`src/rtl/get_clk_div.sv`:
```
// get_clk_div: multi-channel fabric clock divider.
// Produces NUM_CH divided clocks plus one-cycle enables from clk_in. Each
// channel has a runtime-programmable ratio that is swapped in only at that
// channel's period boundary (or on sync_in), so no partial period is emitted.
// Optional build macro: GET_CLK_DIV_PHASE_EN adds a per-channel start phase
// used on apply and on sync_in. Without it cfg_phase is ignored.
//
// Config handshake: a transfer happens on any cycle with cfg_valid & cfg_ready.
// cfg_ready is combinational on cfg_ch (low while that channel still holds an
// unapplied update, always high for out-of-range indices); cfg_valid may be
// held high while cfg_ready is low and the payload must stay stable meanwhile.
module get_clk_div #(
   parameter int NUM_CH   = 4,
   parameter int DIV_W    = 16,
   parameter int DEF_DIV  = 10,
   parameter int LOCK_CYC = 4
) (
   input  logic              clk_in,
   input  logic              reset_n,
   input  logic              sync_in,
   input  logic              cfg_valid,
   output logic              cfg_ready,
   input  logic [2:0]        cfg_ch,
   input  logic [DIV_W-1:0]  cfg_div,
   input  logic [DIV_W-1:0]  cfg_phase,
   output logic              cfg_err,
   output logic [NUM_CH-1:0] clk_out,
   output logic [NUM_CH-1:0] ce_out,
   output logic              locked
);

   // Period counter only needs to reach LOCK_CYC, then it saturates.
   localparam int PW = (LOCK_CYC < 1) ? 1 : $clog2(LOCK_CYC + 1);
   localparam logic [PW-1:0]    LOCK_MAX  = PW'(LOCK_CYC);
   localparam logic [PW-1:0]    PER_ONE   = PW'(1);
   localparam logic [DIV_W-1:0] DEF_DIV_V = DIV_W'(DEF_DIV);
   localparam logic [DIV_W-1:0] ONE       = DIV_W'(1);
   localparam logic [DIV_W-1:0] TWO       = DIV_W'(2);

   // Ratios below 2 cannot make a clock; they are stored raw and clamped here.
   function automatic logic [DIV_W-1:0] clamp_div(input logic [DIV_W-1:0] d);
      return (d < TWO) ? TWO : d;
   endfunction

   // Per-channel state.
   logic [DIV_W-1:0]  cnt_q     [NUM_CH];
   logic [DIV_W-1:0]  cnt_d     [NUM_CH];
   logic [DIV_W-1:0]  div_q     [NUM_CH];
   logic [DIV_W-1:0]  div_d     [NUM_CH];
   logic [DIV_W-1:0]  shd_div_q [NUM_CH];
   logic [DIV_W-1:0]  shd_div_d [NUM_CH];
   logic [PW-1:0]     per_q     [NUM_CH];
   logic [PW-1:0]     per_d     [NUM_CH];
   logic [NUM_CH-1:0] pend_q, pend_d;
   logic [NUM_CH-1:0] clk_q, clk_d;
   logic [NUM_CH-1:0] ce_q, ce_d;
   logic              locked_q, locked_d;
   logic              cfg_err_q, cfg_err_d;

`ifdef GET_CLK_DIV_PHASE_EN
   logic [DIV_W-1:0]  phase_q     [NUM_CH];
   logic [DIV_W-1:0]  phase_d     [NUM_CH];
   logic [DIV_W-1:0]  shd_phase_q [NUM_CH];
   logic [DIV_W-1:0]  shd_phase_d [NUM_CH];
`else
   logic              unused_cfg_phase;
   assign unused_cfg_phase = ^cfg_phase;
`endif

   // Per-channel decode.
   logic [DIV_W-1:0]  eff_div    [NUM_CH];
   logic [DIV_W-1:0]  new_phase  [NUM_CH];
   logic [DIV_W-1:0]  sync_start [NUM_CH];
   logic [NUM_CH-1:0] wrap;
   logic [NUM_CH-1:0] apply;
   logic [NUM_CH-1:0] wr_sel;

   // Config port decode.
   logic       ch_in_range;
   logic [7:0] pend_ext;
   logic       xfer;
   logic       xfer_ok;

   assign ch_in_range = (32'(cfg_ch) < 32'(NUM_CH));
   assign pend_ext    = 8'(pend_q);
   assign cfg_ready   = ch_in_range ? ~pend_ext[cfg_ch] : 1'b1;
   assign xfer        = cfg_valid & cfg_ready;
   assign xfer_ok     = xfer & ch_in_range;

   for (genvar g = 0; g < NUM_CH; g++) begin : g_ch
      assign eff_div[g] = clamp_div(div_q[g]);
      // >= rather than == so a counter can never run away past the ratio.
      assign wrap[g]    = (cnt_q[g] >= (eff_div[g] - ONE));
      assign apply[g]   = pend_q[g] & (wrap[g] | sync_in);
      assign wr_sel[g]  = xfer_ok & (cfg_ch == 3'(g));
`ifdef GET_CLK_DIV_PHASE_EN
      // A phase outside the new period would skip the wrap; start at 0 instead.
      assign new_phase[g]  = (shd_phase_q[g] < clamp_div(shd_div_q[g])) ?
                             shd_phase_q[g] : '0;
      assign sync_start[g] = phase_q[g];
`else
      assign new_phase[g]  = '0;
      assign sync_start[g] = '0;
`endif
   end

   // Next-state for every channel: counter, ratio swap, shadow write, period count.
   always_comb begin
      for (int i = 0; i < NUM_CH; i++) begin
         cnt_d[i]     = cnt_q[i];
         div_d[i]     = div_q[i];
         shd_div_d[i] = shd_div_q[i];
         per_d[i]     = per_q[i];
         pend_d[i]    = pend_q[i];
`ifdef GET_CLK_DIV_PHASE_EN
         phase_d[i]     = phase_q[i];
         shd_phase_d[i] = shd_phase_q[i];
`endif
         // Outputs are a registered view of the current count.
         clk_d[i] = (cnt_q[i] < (eff_div[i] >> 1));
         ce_d[i]  = wrap[i];

         if (apply[i]) begin
            // Swap in the shadow ratio; the first new period starts next cycle.
            div_d[i]  = shd_div_q[i];
            cnt_d[i]  = new_phase[i];
            pend_d[i] = 1'b0;
            per_d[i]  = '0;
`ifdef GET_CLK_DIV_PHASE_EN
            phase_d[i] = new_phase[i];
`endif
         end else if (sync_in) begin
            // Sync beats a coincident wrap: the start value loads exactly once.
            cnt_d[i] = sync_start[i];
            per_d[i] = '0;
         end else if (wrap[i]) begin
            cnt_d[i] = '0;
            if (per_q[i] < LOCK_MAX) begin
               per_d[i] = per_q[i] + PER_ONE;
            end
         end else begin
            cnt_d[i] = cnt_q[i] + ONE;
         end

         // Never coincides with apply: cfg_ready is low while pending is set.
         if (wr_sel[i]) begin
            shd_div_d[i] = cfg_div;
            pend_d[i]    = 1'b1;
`ifdef GET_CLK_DIV_PHASE_EN
            shd_phase_d[i] = cfg_phase;
`endif
         end
      end
   end

   // Lock is computed from next-state so a new write drops it on the next cycle.
   always_comb begin
      locked_d  = ~(|pend_d);
      for (int i = 0; i < NUM_CH; i++) begin
         if (per_d[i] < LOCK_MAX) begin
            locked_d = 1'b0;
         end
      end
      cfg_err_d = xfer & ~ch_in_range;
   end

   // State registers; asynchronous reset discards any pending update.
   always_ff @(posedge clk_in or negedge reset_n) begin
      if (!reset_n) begin
         for (int i = 0; i < NUM_CH; i++) begin
            cnt_q[i]     <= '0;
            div_q[i]     <= DEF_DIV_V;
            shd_div_q[i] <= DEF_DIV_V;
            per_q[i]     <= '0;
`ifdef GET_CLK_DIV_PHASE_EN
            phase_q[i]     <= '0;
            shd_phase_q[i] <= '0;
`endif
         end
         pend_q    <= '0;
         clk_q     <= '0;
         ce_q      <= '0;
         locked_q  <= 1'b0;
         cfg_err_q <= 1'b0;
      end else begin
         for (int i = 0; i < NUM_CH; i++) begin
            cnt_q[i]     <= cnt_d[i];
            div_q[i]     <= div_d[i];
            shd_div_q[i] <= shd_div_d[i];
            per_q[i]     <= per_d[i];
`ifdef GET_CLK_DIV_PHASE_EN
            phase_q[i]     <= phase_d[i];
            shd_phase_q[i] <= shd_phase_d[i];
`endif
         end
         pend_q    <= pend_d;
         clk_q     <= clk_d;
         ce_q      <= ce_d;
         locked_q  <= locked_d;
         cfg_err_q <= cfg_err_d;
      end
   end

   assign clk_out = clk_q;
   assign ce_out  = ce_q;
   assign locked  = locked_q;
   assign cfg_err = cfg_err_q;

endmodule

```
`config.mk`:
```
export PLATFORM = sky130hd
export DESIGN_NAME = get_clk_div
export DESIGN_NICKNAME = d
export VERILOG_FILES = /design/src/rtl/get_clk_div.sv
export SDC_FILE = /design/constraint.sdc
export NUM_CORES = 1
export LEC_CHECK = 0
export ABC_AREA = 1
export CAP_MARGIN = 0
export CORE_UTILIZATION = 35
export DETAILED_ROUTE_END_ITERATION = 16
export GPL_TIMING_DRIVEN = 0
export PLACE_DENSITY = 0.6
export REMOVE_ABC_BUFFERS = 1
export SLEW_MARGIN = 25
export SYNTH_ARGS = -nofsm -noshare
export SYNTH_HDL_FRONTEND = slang
export SYNTH_SLANG_ARGS = --single-unit
```
`constraint.sdc`:
```
create_clock -name clk_in -period 3.2 [get_ports clk_in]
set_input_delay 0.48 -clock clk_in [delete_from_list [all_inputs] [get_ports clk_in]]
set_output_delay 0.48 -clock clk_in [all_outputs]
set_load 0.05 [all_outputs]
```
==> results of run 1 <==
[registers in the layout, summed over array words and instances (netlist names)]
| register | flops |
|---|---|
| div_q | 64 |
| shd_div_q | 64 |
| ce_out | 4 |
| clk_out | 4 |
| pend_q | 4 |
| locked | 1 |
| cfg_err | 1 |
| per_q | 12 |
| cnt_q | 64 |
[synth_stat cells (6+ instances only)]
library cell	count
o21ai_1	29
o21ai_0	61
dfrtp_1	202
nand2_1	303
a211oi_1	9
nor3b_1	10
nor2_2	23
xnor2_1	9
nor3_1	29
dfstp_2	16
xor2_1	54
buf_4	6
buf_2	17
nand3_1	32
ha_1	132
nor2_1	204
nand3_2	11
nand2_2	9
a21oi_1	134
inv_1	189
nand4_1	28
[power by group]
group | internal, W | leakage (nW) | switching (W) | total, W
logic | 0.00135 | 4.87 | 0.00173 | 0.00308
clock network | 0.00163 | 0.382 | 0.00117 | 0.00280
registers | 0.00327 | 2.73 | 0.000435 | 0.00370
total | 0.00625 | 7.97 | 0.00333 | 0.00958
[final cells by class]
class                   instances  share of cell area
repair buffers                160              0.0867
inverters                     194              0.0436
clock buffers                  35              0.0396
well taps                     468              0.0344
clock inverters                11             0.00670
multi-input cells            1138               0.467
flip-flops and latches        218               0.322
[layer usage]
metal | global-route usage | vias to the layer above
met2 | 0.302 | 209
met5 | 0 | -
met4 | 0.0550 | 2
li1 | - | 5490
met3 | 0.0279 | 66
met1 | 0.226 | 5276
[per-stage QoR]
stage,worst slack [ps],TNS [ps],power (W)
2_1_floorplan,-746,-21290,0.00516
6_report,-369,-29690,0.00958
5_1_grt,-656,-62550,0.0102
4_1_cts,-251,-17640,0.00929
3_3_place_gp,-7690,-1738570,0.00567
3_5_place_dp,-1820,-121680,0.00578
[cell families after synthesis]
group / after synthesis / share of synthesized area
xor+xnor: 63 / 0.0426
compound gates: 252 / 0.103
flops: 218 / 0.422
buf+inv: 224 / 0.0685
simple gates: 676 / 0.236
mux: 1 / 0.000869
fa+ha+maj: 132 / 0.127
[worst max-delay path: stages (launching register included)]
cell and delay (ps):
dfstp_2 560, inv_4 50, nand2_2 80, nor2_2 40, nand2_2 140, buf_6 110
nand4_1 210, nor4_4 380, nand2_1 110, xor2_1 160, ha_1 310, nand4_1 190
nor3_2 190, nand2_2 120, nand2_4 90, clkinvlp_4 140, nand2_8 210, nand2_8 160
nor2_4 170, a21oi_2 40
[repair_timing]
item                                    in CTS  in global routing
buffers inserted                            93                 35
endpoints found under the setup margin     147                147
pin swaps                                   96                 48
endpoints found under the hold margin       49                  0
hold buffers                                 1                  0
cloned                                      14                  0
gates resized for setup                    206                125
[worst min-delay path by stage]
stage	start	endpoint	slack (ps)
detailed placement	reset_n	cnt_q[51]	440
CTS	reset_n	cnt_q[51]	470
floorplan	reset_n	ce_out[0]	180
global placement	per_q[10]	per_q[10]	460
finish	reset_n	cnt_q[51]	450
global route	reset_n	cnt_q[51]	490
==> flow_summary_export.csv, run 1 <==
group,metric,value,unit
clock_tree,htree_num_levels,1,
critical_path,timing.critical_path.to,"div_q[63]",
clock_tree,cts.reportedPaths.clkPinSlew,60,ps
final_layout,antennaDiodeCount,0,
critical_path,rr_endpoint,"div_q[63]",
floorplan,floorplan.die.width,194,µm
routing,num_vias,11043,
final_layout,final_design_area_no_fill,17000,µm²
clock_tree,tritoncts.num_buffers,25,
synth,syn-instance-count,1566,
routing,antenna_left,0,
sta,whs,453,ps
sta,min_period_over_period,1.12,
routing,drtPass1Iterations,5,
sta,clock-skew-final,16.9,ps
sta,max_slew.worst_pin.slew,1010,ps
placement,gp_routability_congestion,0.859,
final_layout,seqCellArea,5480,µm²
synth,share_of_synthesized_flip_flops_with_an_asynchronous_set_or_reset,1.00,
critical_path,critPathKind,"reg2reg",
critical_path,end_kind,"register",
clock_tree,clock_latency,540,ps
sta,timing.fmax,0.280,GHz
placement,placement.cell_area,13800,µm²
floorplan,start_util,0.355,
placement,dp_hpwl,21.3,mm
placement,numPortBuffers,33,
global_routing,grt_first_pass_wirelength,55.0,mm
routing,top_layer,"met5",
global_routing,grt_antenna_before_repair,1,
synth,synth_enable_flop_cells,0,
global_routing,grt_start_max_net_pins,82,
critical_path,worst_r2r_startpoint,"div_q[49]",
final_layout,num-fill-cells,3323,
placement,place_inst,2039,
final_layout,layout.cells.non_filler,2224,
sta,finalMaxSlewViolations,0,
clock_tree,cts_tree,"yes",
synth,synth_seq_area_share,0.422,
final_layout,post_route_cells_drive_above_1_share,0.267,
routing,route.detailed.wl_per_inst,15.2,µm
routing,routed_wl,33.9,mm
critical_path,crit_path_dat,3990,ps
floorplan,placement_rows,70,
routing,wl_met3,1.42,mm
power,power_per_cell_area,563,nW/µm²
final_layout,multiInputGateArea,7940,µm²
clock_tree,ctsRootBufferMaster,"clkbuf_16",
sta,max_slew_margin,0.325,
global_routing,vias_in_the_first_global_route,11147,
floorplan,pin_count,50,
routing,detail_route.iter0.violations,672,
critical_path,startpoint,"div_q[49]",
synth,synthTopCellsByArea,"dfrtp_1 (39%), ha_1 (13%), nand2_1 (8.8%)",
floorplan,fp.dieArea,37800,µm²
synth,post_synth_num_cell_types,41,
global_routing,groute.usage.overall,0.176,
synth,commonest_register_cell_after_synthesis,"dfrtp_1",
routing,met1_length,15.1,mm
job,max_cap_viol_count,0,
sta,finalWorstSetupSlack,-369,ps
critical_path,r2r_setup_slack,-370,ps
synth,yosysTopAreaCellShare,0.390,
synth,mappedNetlistArea,13000,µm²
critical_path,timing.critical_path.from_type,"register",
status,run_status,"finished with violations",
final_layout,layout_common_cells,"nand2_1 (270), dfrtp_1 (199), inv_1 (175)",
sta,final-setup-viol-count,127,
synth,synth-seq-cells,218,
critical_path,timing.reg2reg.worst_path_depth,19,
status,violated_checks,"negative setup slack",
routing,wl_met2,16.5,mm
power,static-leakage-power,7.97,nW
sta,rsz0062_at_grt,"yes",
final_layout,layout_commonest_cell,"nand2_1",
sta,finalHoldViolCount,0,
global_routing,grt_remaining_overflow,0,
synth,syn_avg_cell_area,8.28,µm²
final_layout,layout_overhead_on_the_synthesized_area,31.2,%
hold_path,hp-class,"in2async",
critical_path,critPathMaxFanout,8,
final_layout,nets,1908,
synth,post-synth-top-area-cell,"dfrtp_1",
routing,drc,0,
routing,routed_via_density,4.97,
final_layout,utilization,0.466,
power,vdd_ir_drop_max,0.546,mV
sta,fin_crit,3570,ps
floorplan,design.core.area,36500,µm²
clock_tree,max-clock-path-buffers,3,
synth,synth_warnings,0,
clock_tree,clock_sink_count,218,
critical_path,worstPathRequired,3620,ps
floorplan,die-height,194,µm
No activity file was read; power rests on OpenSTA's default activity.
==> run 2, diff against run 1 <==
--- a/config.mk
+++ b/config.mk
@@ -7,10 +7,12 @@
 export LEC_CHECK = 0
 export ABC_AREA = 1
 export CAP_MARGIN = 0
+export CELL_PAD_IN_SITES_DETAIL_PLACEMENT = 1
+export CELL_PAD_IN_SITES_GLOBAL_PLACEMENT = 1
 export CORE_UTILIZATION = 35
 export DETAILED_ROUTE_END_ITERATION = 16
 export GPL_TIMING_DRIVEN = 0
-export PLACE_DENSITY = 0.6
+export PLACE_DENSITY = 0.72
 export REMOVE_ABC_BUFFERS = 1
 export SLEW_MARGIN = 25
 export SYNTH_ARGS = -nofsm -noshare
==> flow_summary_export.csv, run 2 (synthesized netlist as in run 1, its figures left out) <==
group,metric,value,unit
status,run_status,"finished with violations",
status,violated_checks,"negative setup slack",
clock_tree,tritoncts.num_buffers,27,
floorplan,placement_rows,70,
critical_path,end_kind,"register",
final_layout,layout_common_cells,"nand2_1 (271), dfrtp_1 (197), inv_1 (175)",
power,vdd_ir_drop_max,0.419,mV
global_routing,grt_antenna_before_repair,2,
routing,drtPass1Iterations,5,
final_layout,layout_commonest_cell,"nand2_1",
routing,routed_wl,41.0,mm
clock_tree,clock_sink_count,218,
routing,detail_route.iter0.violations,551,
global_routing,grt_remaining_overflow,0,
power,power_per_cell_area,587,nW/µm²
critical_path,crit_path_dat,4290,ps
sta,max_slew_margin,0.280,
sta,min_period_over_period,1.20,
critical_path,path_cells,"nor2_1 > nand2_2 > nor2_1 > nand2_2 > nand2_4 > ha_4 > nand2_4 > nor2_4 > nand3_2 > nor3_2 > xor2_1 > inv_1 > ha_4 > nand4_1 > nor3_1 > nand2_1 > nand2_4 > clkinvlp_4 > nand2_8 > buf_12 > nand2_8 > nor2_4 > a21oi_2",
routing,drc,0,
critical_path,critPathKind,"reg2reg",
critical_path,critPathMaxFanout,8,
placement,place_ws,-2150,ps
clock_tree,cts.reportedPaths.clkPinSlew,60,ps
placement,gp_routability_congestion,0.797,
sta,clock-skew-final,22.3,ps
hold_path,hp-class,"in2async",
sta,rsz0062_at_grt,"yes",
power,static-leakage-power,7.95,nW
critical_path,critical-path-max-stage-delay,390,ps
critical_path,path_common_cell,"nand2_4",
global_routing,grt_first_pass_wirelength,64.2,mm
floorplan,floorplan.die.width,194,µm
global_routing,vias_in_the_first_global_route,12319,
floorplan,start_util,0.355,
final_layout,reg.largest.list,"cnt_q (64), div_q (64), shd_div_q (64)",
routing,num_vias,11428,
global_routing,groute.usage.overall,0.209,
routing,antenna_left,0,
clock_tree,cts_tree,"yes",
critical_path,worstPathRequired,3640,ps
clock_tree,ctsRootBufferMaster,"clkbuf_16",
job,max_cap_viol_count,0,
sta,max_slew.worst_pin.slew,1070,ps
clock_tree,max-clock-path-buffers,3,
floorplan,design.core.area,36500,µm²
routing,routed_via_density,5.17,
critical_path,cp_slowest_cell,"dfrtp_1",
floorplan,fp.dieArea,37800,µm²
sta,finalMaxSlewViolations,0,
sta,timing.fmax,0.260,GHz
floorplan,die-height,194,µm
sta,final-setup-viol-count,146,
final_layout,layout_overhead_on_the_synthesized_area,30.5,%
placement,place_inst,2039,
floorplan,pin_count,50,
final_layout,layout.cells.non_filler,2212,
clock_tree,clock_latency,560,ps
sta,finalWorstSetupSlack,-645,ps
clock_tree,htree_num_levels,1,
sta,finalHoldViolCount,0,
global_routing,grt_start_max_net_pins,86,
critical_path,timing.critical_path.from_type,"register",
sta,fin_crit,3850,ps
routing,route.detailed.wl_per_inst,18.5,µm
placement,dp_hpwl,24.9,mm
placement,numPortBuffers,33,
final_layout,nets,1893,
final_layout,post_route_cells_drive_above_1_share,0.258,
final_layout,num-fill-cells,4195,
==> run 2: cell types whose count changed in the layout (fill, tap and decap cells not counted), sizes merged <==
| cell | previous run | this run |
|---|---|---|
| inv | 192 | 193 |
| clkdlybuf4s50 | 31 | 32 |
| clkbuf | 35 | 39 |
| bufinv | 2 | 1 |
| diode | 0 | 1 |
| clkinv | 8 | 9 |
| buf | 127 | 109 |
| dlygate4sd2 | 1 | 0 |
==> run 2: layout make-up <==
| type | count | area [µm²] | share of cell area |
|---|---|---|---|
| inverters | 194 | 737 | 0.0436 |
| multi-input cells | 1138 | 7870 | 0.465 |
| clock buffers | 38 | 777 | 0.0459 |
| well taps | 468 | 586 | 0.0346 |
| clock inverters | 12 | 97.6 | 0.00577 |
| diodes | 1 | 2.50 | 0.000148 |
| repair buffers | 143 | 1360 | 0.0806 |
| flip-flops and latches | 218 | 5480 | 0.324 |
==> run 2: critical path: cells and delay by family, from the launching register on <==
family,cells,cell delay [ps]
buffers and inverters,3,400
and+or+nand+nor,16,2280
adders and majority gates,2,420
DFF,1,390
AOI/OAI and AO/OA,1,50
xor gates and xnor gates,1,170
==> run 2: path summary, 6_finish.rpt <==
| check | start | end | slack (ps) | cells past startpoint |
|---|---|---|---|---|
| setup reg to reg | div_q[55] | div_q[58] | -650 | 23 |
| max in group asynchronous | reset_n | pend_q[2] | 1940 | 3 |
| hold / removal | reset_n | div_q[50] | 450 | 2 |
| min in group clk_in | shd_div_q[35] | shd_div_q[35] | 470 | 2 |
| hold reg to reg | shd_div_q[35] | shd_div_q[35] | 470 | 2 |
| setup / recovery | div_q[55] | div_q[58] | -650 | 23 |
==> run 2: metrics by stage <==
stage          power (W)  hold slack [ps]  TNS (ps)  utilization  area, µm²
2_1_floorplan    0.00516              184    -21290            -      12800
3_3_place_gp     0.00570              459  -1811250        0.376      13700
3_5_place_dp     0.00588              430   -150210        0.377      13800
4_1_cts          0.00959              464    -29130        0.446      16300
5_1_grt           0.0105              487    -76520        0.463      16900
6_report         0.00993              447    -50130        0.463      16900
==> run 2: what timing repair did <==
item                                    in CTS  in global routing
pin swaps                                   94                 61
endpoints found under the setup margin     149                149
hold buffers                                 1                  0
endpoints found under the hold margin       43                  0
gates cloned                                12                  3
buffers inserted                            88                 19
gates resized for setup                    196                109
==> run 2: routing by layer <==
metal	GRT usage	share of wire
met1	0.259	0.42
met3	0.0217	0.025
met2	0.370	0.51
met5	0	0
met4	0.0847	0.037
==> run 2: where the power goes <==
group	total [W]	leakage (nW)	internal [W]	switching (W)
logic	0.00318	4.79	0.00131	0.00186
registers	0.00370	2.72	0.00327	0.000437
clock network	0.00305	0.433	0.00177	0.00128
total	0.00993	7.95	0.00635	0.00358
==> variant: new RTL, flow settings as in run 2 <==
Reset style: synchronous (`reset_n`), changed in one clocked block. Comments in the files are not updated.
--- a/src/rtl/get_clk_div.sv
+++ b/src/rtl/get_clk_div.sv
@@ -166,5 +166,5 @@
 
    // State registers; asynchronous reset discards any pending update.
-   always_ff @(posedge clk_in or negedge reset_n) begin
+   always_ff @(posedge clk_in) begin
       if (!reset_n) begin
          for (int i = 0; i < NUM_CH; i++) begin
Check against the original RTL: differs if reset_n is asserted again (counterexample within 4 cycles, from zero or initial values and one cycle with reset_n low); with reset_n held inactive, the same outputs for 4 cycles.
==> variant against run 2 <==
  * The flow still finishes with violations (negative setup slack)
  * Global-route usage decreased by 0.46 points
  * Worst setup slack improved by 320 ps
  * First-iteration DRC count down 28%
  * Sequential cell count stayed put
  * Via count up 2.4%
  * Design area shrank 4.2%
  * Area after synthesis shrank 5.7%
  * Wire length is 4.0% lower
  * Final cell count rose by 3.3%
  * Synthesized cell count up 6.3%
  * Largest cell class unchanged
Power is not compared: it rests on default switching activity, and its combinational part moved more than twofold at a synthesized area within 25%.
==> variant: results (changes against run 2) <==
| Metric | Value |
|---|---|
| Outcome | `finished with violations` |
| Failing checks | `negative setup slack` |
| Vias in the first global route | `11650 (-5.4%)` |
| LEAKAGE | `approximately 7 nW` |
| Initial drt markers | `394 (-28%)` |
| Ant. Diodes | `0 (-1)` |
| Share of layout cells above drive strength 1 | `26.71% (+0.95 points)` |
| Peak VDD IR | `373.0 µV` |
| Synth top area cells | `dfxtp_1 (36%), ha_1 (14%), nand2_1 (10%)` |
| Worst skew pair latency | `540 ps (-20 ps)` |
| GP Congestion | `0.8116 (+1.8%)` |
| Post-synth cell types | `47 (+15%)` |
| Synth async-reset ratio | `0% (-100 points)` |
| HP Class | `in -> reg` |
| Post-detailed-route wirelength per cell | `17.23 µm (-7.1%)` |
| RR Startpoint | `div_q[1][6]` |
| Dpl ws | `-1512 ps (+633.4 ps)` |
| Placed Area | `0.01294 mm² (-6.1%)` |
| Crit path DAT | `4020 ps (-270 ps)` |
| Slew @ Worst Pin | `744.3 ps (-328.5 ps)` |
| First-pass GRT wire length | `59.51 mm (-7.3%)` |
| Clk root buf | `clkbuf_16` |
| Fillers | `4160 (-0.83%)` |
| Nets | `1982 (+4.7%)` |
| Final WS setup | `-327.4 ps (+317.7 ps)` |
| WHS Path Cells | `2` |
| Most common library cells after synthesis | `nand2_1 (337), dfxtp_1 (218), nor2_1 (215), inv_1 (191), a21oi_1 (151)` |
| TritonCTS Buffers | `26 (-3.7%)` |
| Ys flop type | `dfxtp_1` |
| Setup_tns | `-20250 ps (+29870 ps)` |
| Sequential fraction of the synthesis area | `35.69% (-6.6 points)` |
| FF-to-FF path depth | `23 (unchanged)` |
| Via/cell ratio | `5.117 (-0.96%)` |
| Detailed placement HPWL | `24.73 mm (-0.56%)` |
| Clock skew | `12.25 ps (-10.01 ps)` |
| Crit path to | `per_q[1][1]` |
| Detailed Routing Iterations Pass 1 | `4 (-1)` |
| Setup-failing EPs final | `118 (-19%)` |
-- variant: cell count changes after synthesis, moves of 15 or more --
cell,run 2,this run
a21oi_1,134,151
clkbuf_1,4,21
nand3_1,32,57
o21ai_1,29,5
dfrtp_1,202,0
dfstp_2,16,0
o21ai_0,61,93
dfxtp_1,0,218
nor2_2,23,8
nand2_1,303,337
-- variant: worst min-delay path by stage --
stage,startpoint,to,slack (ps)
4_1_cts,reset_n,shd_div_q[3][1],410
6_report,reset_n,shd_div_q[3][1],440
5_1_grt,reset_n,shd_div_q[3][1],450
3_3_place_gp,cnt_q[1][0],cnt_q[1][0],440
2_1_floorplan,cnt_q[1][0],cnt_q[1][0],430
3_5_place_dp,cnt_q[0][0],cnt_q[0][0],450
-- variant: per-stage QoR --
step	instances	power, W
finish	2286	0.006613
global route	2286	0.006833
CTS	2239	0.006590
global placement	2112	0.003247
detailed placement	2113	0.003259
floorplan	1624	0.003081
-- variant: cell type report --
class	instances	area [µm²]	area share [%]
inverter	200	798.3	4.928
tap	455	569.3	3.514
multi-input combinational	1216	8094	49.97
sequential	218	4462	27.54
timing repair buffer	149	1334	8.234
clock buffer	36	779.5	4.812
clock inverter	12	162.7	1.004
-- variant: logic make-up after synthesis --
family	after synthesis	share of synthesized area [%]
xor+xnor	78	5.586
fa+ha+maj	132	13.51
mux	2	0.1841
flops	218	35.69
compound gates	276	11.90
buf+inv	240	7.847
simple gates	718	25.29
-- variant: repair_timing --
item                                    4_1_cts  5_1_grt
gates cloned                                  9        1
endpoints found under the setup margin      147      149
resized for setup                           247      183
setup buffers                                69       47
pin swaps                                    82       79
-- variant: power groups by stage --
stage | logic, W | registers, W | clock network [W]
5_1_grt | 0.000628 | 0.00281 | 0.00340
6_report | 0.000577 | 0.00280 | 0.00323
3_3_place_gp | 0.000393 | 0.00285 | 0
4_1_cts | 0.000502 | 0.00280 | 0.00329
3_5_place_dp | 0.000403 | 0.00286 | 0
2_1_floorplan | 0.000221 | 0.00286 | 0
-- variant: per-layer routing --
layer / wire length [µm] / vias up / track usage (%)
met4: 1232 / 0 / 5.583
met5: 0 / - / 0
met2: 19950 / 150 / 36.50
met3: 917 / 69 / 1.891
li1: - / 5746 / -
met1: 17290 / 5732 / 26.02
-- variant: critical path, cell delays in order (launching register included) --
cell	delay, ps
dfxtp_2	350
inv_2	60
nand2_2	80
nor2_1	60
nand4_1	110
buf_4	150
buf_6	90
nand4_1	250
nor3_4	320
nand4_1	200
xor2_1	210
ha_1	320
nand2_1	60
nand2_1	60
nand3_2	60
nand2_2	50
a21oi_2	140
nand4_1	110
buf_6	180
nand2_8	110
clkinvlp_4	180
nor2_4	160
nand2_1	80
inv_1	50
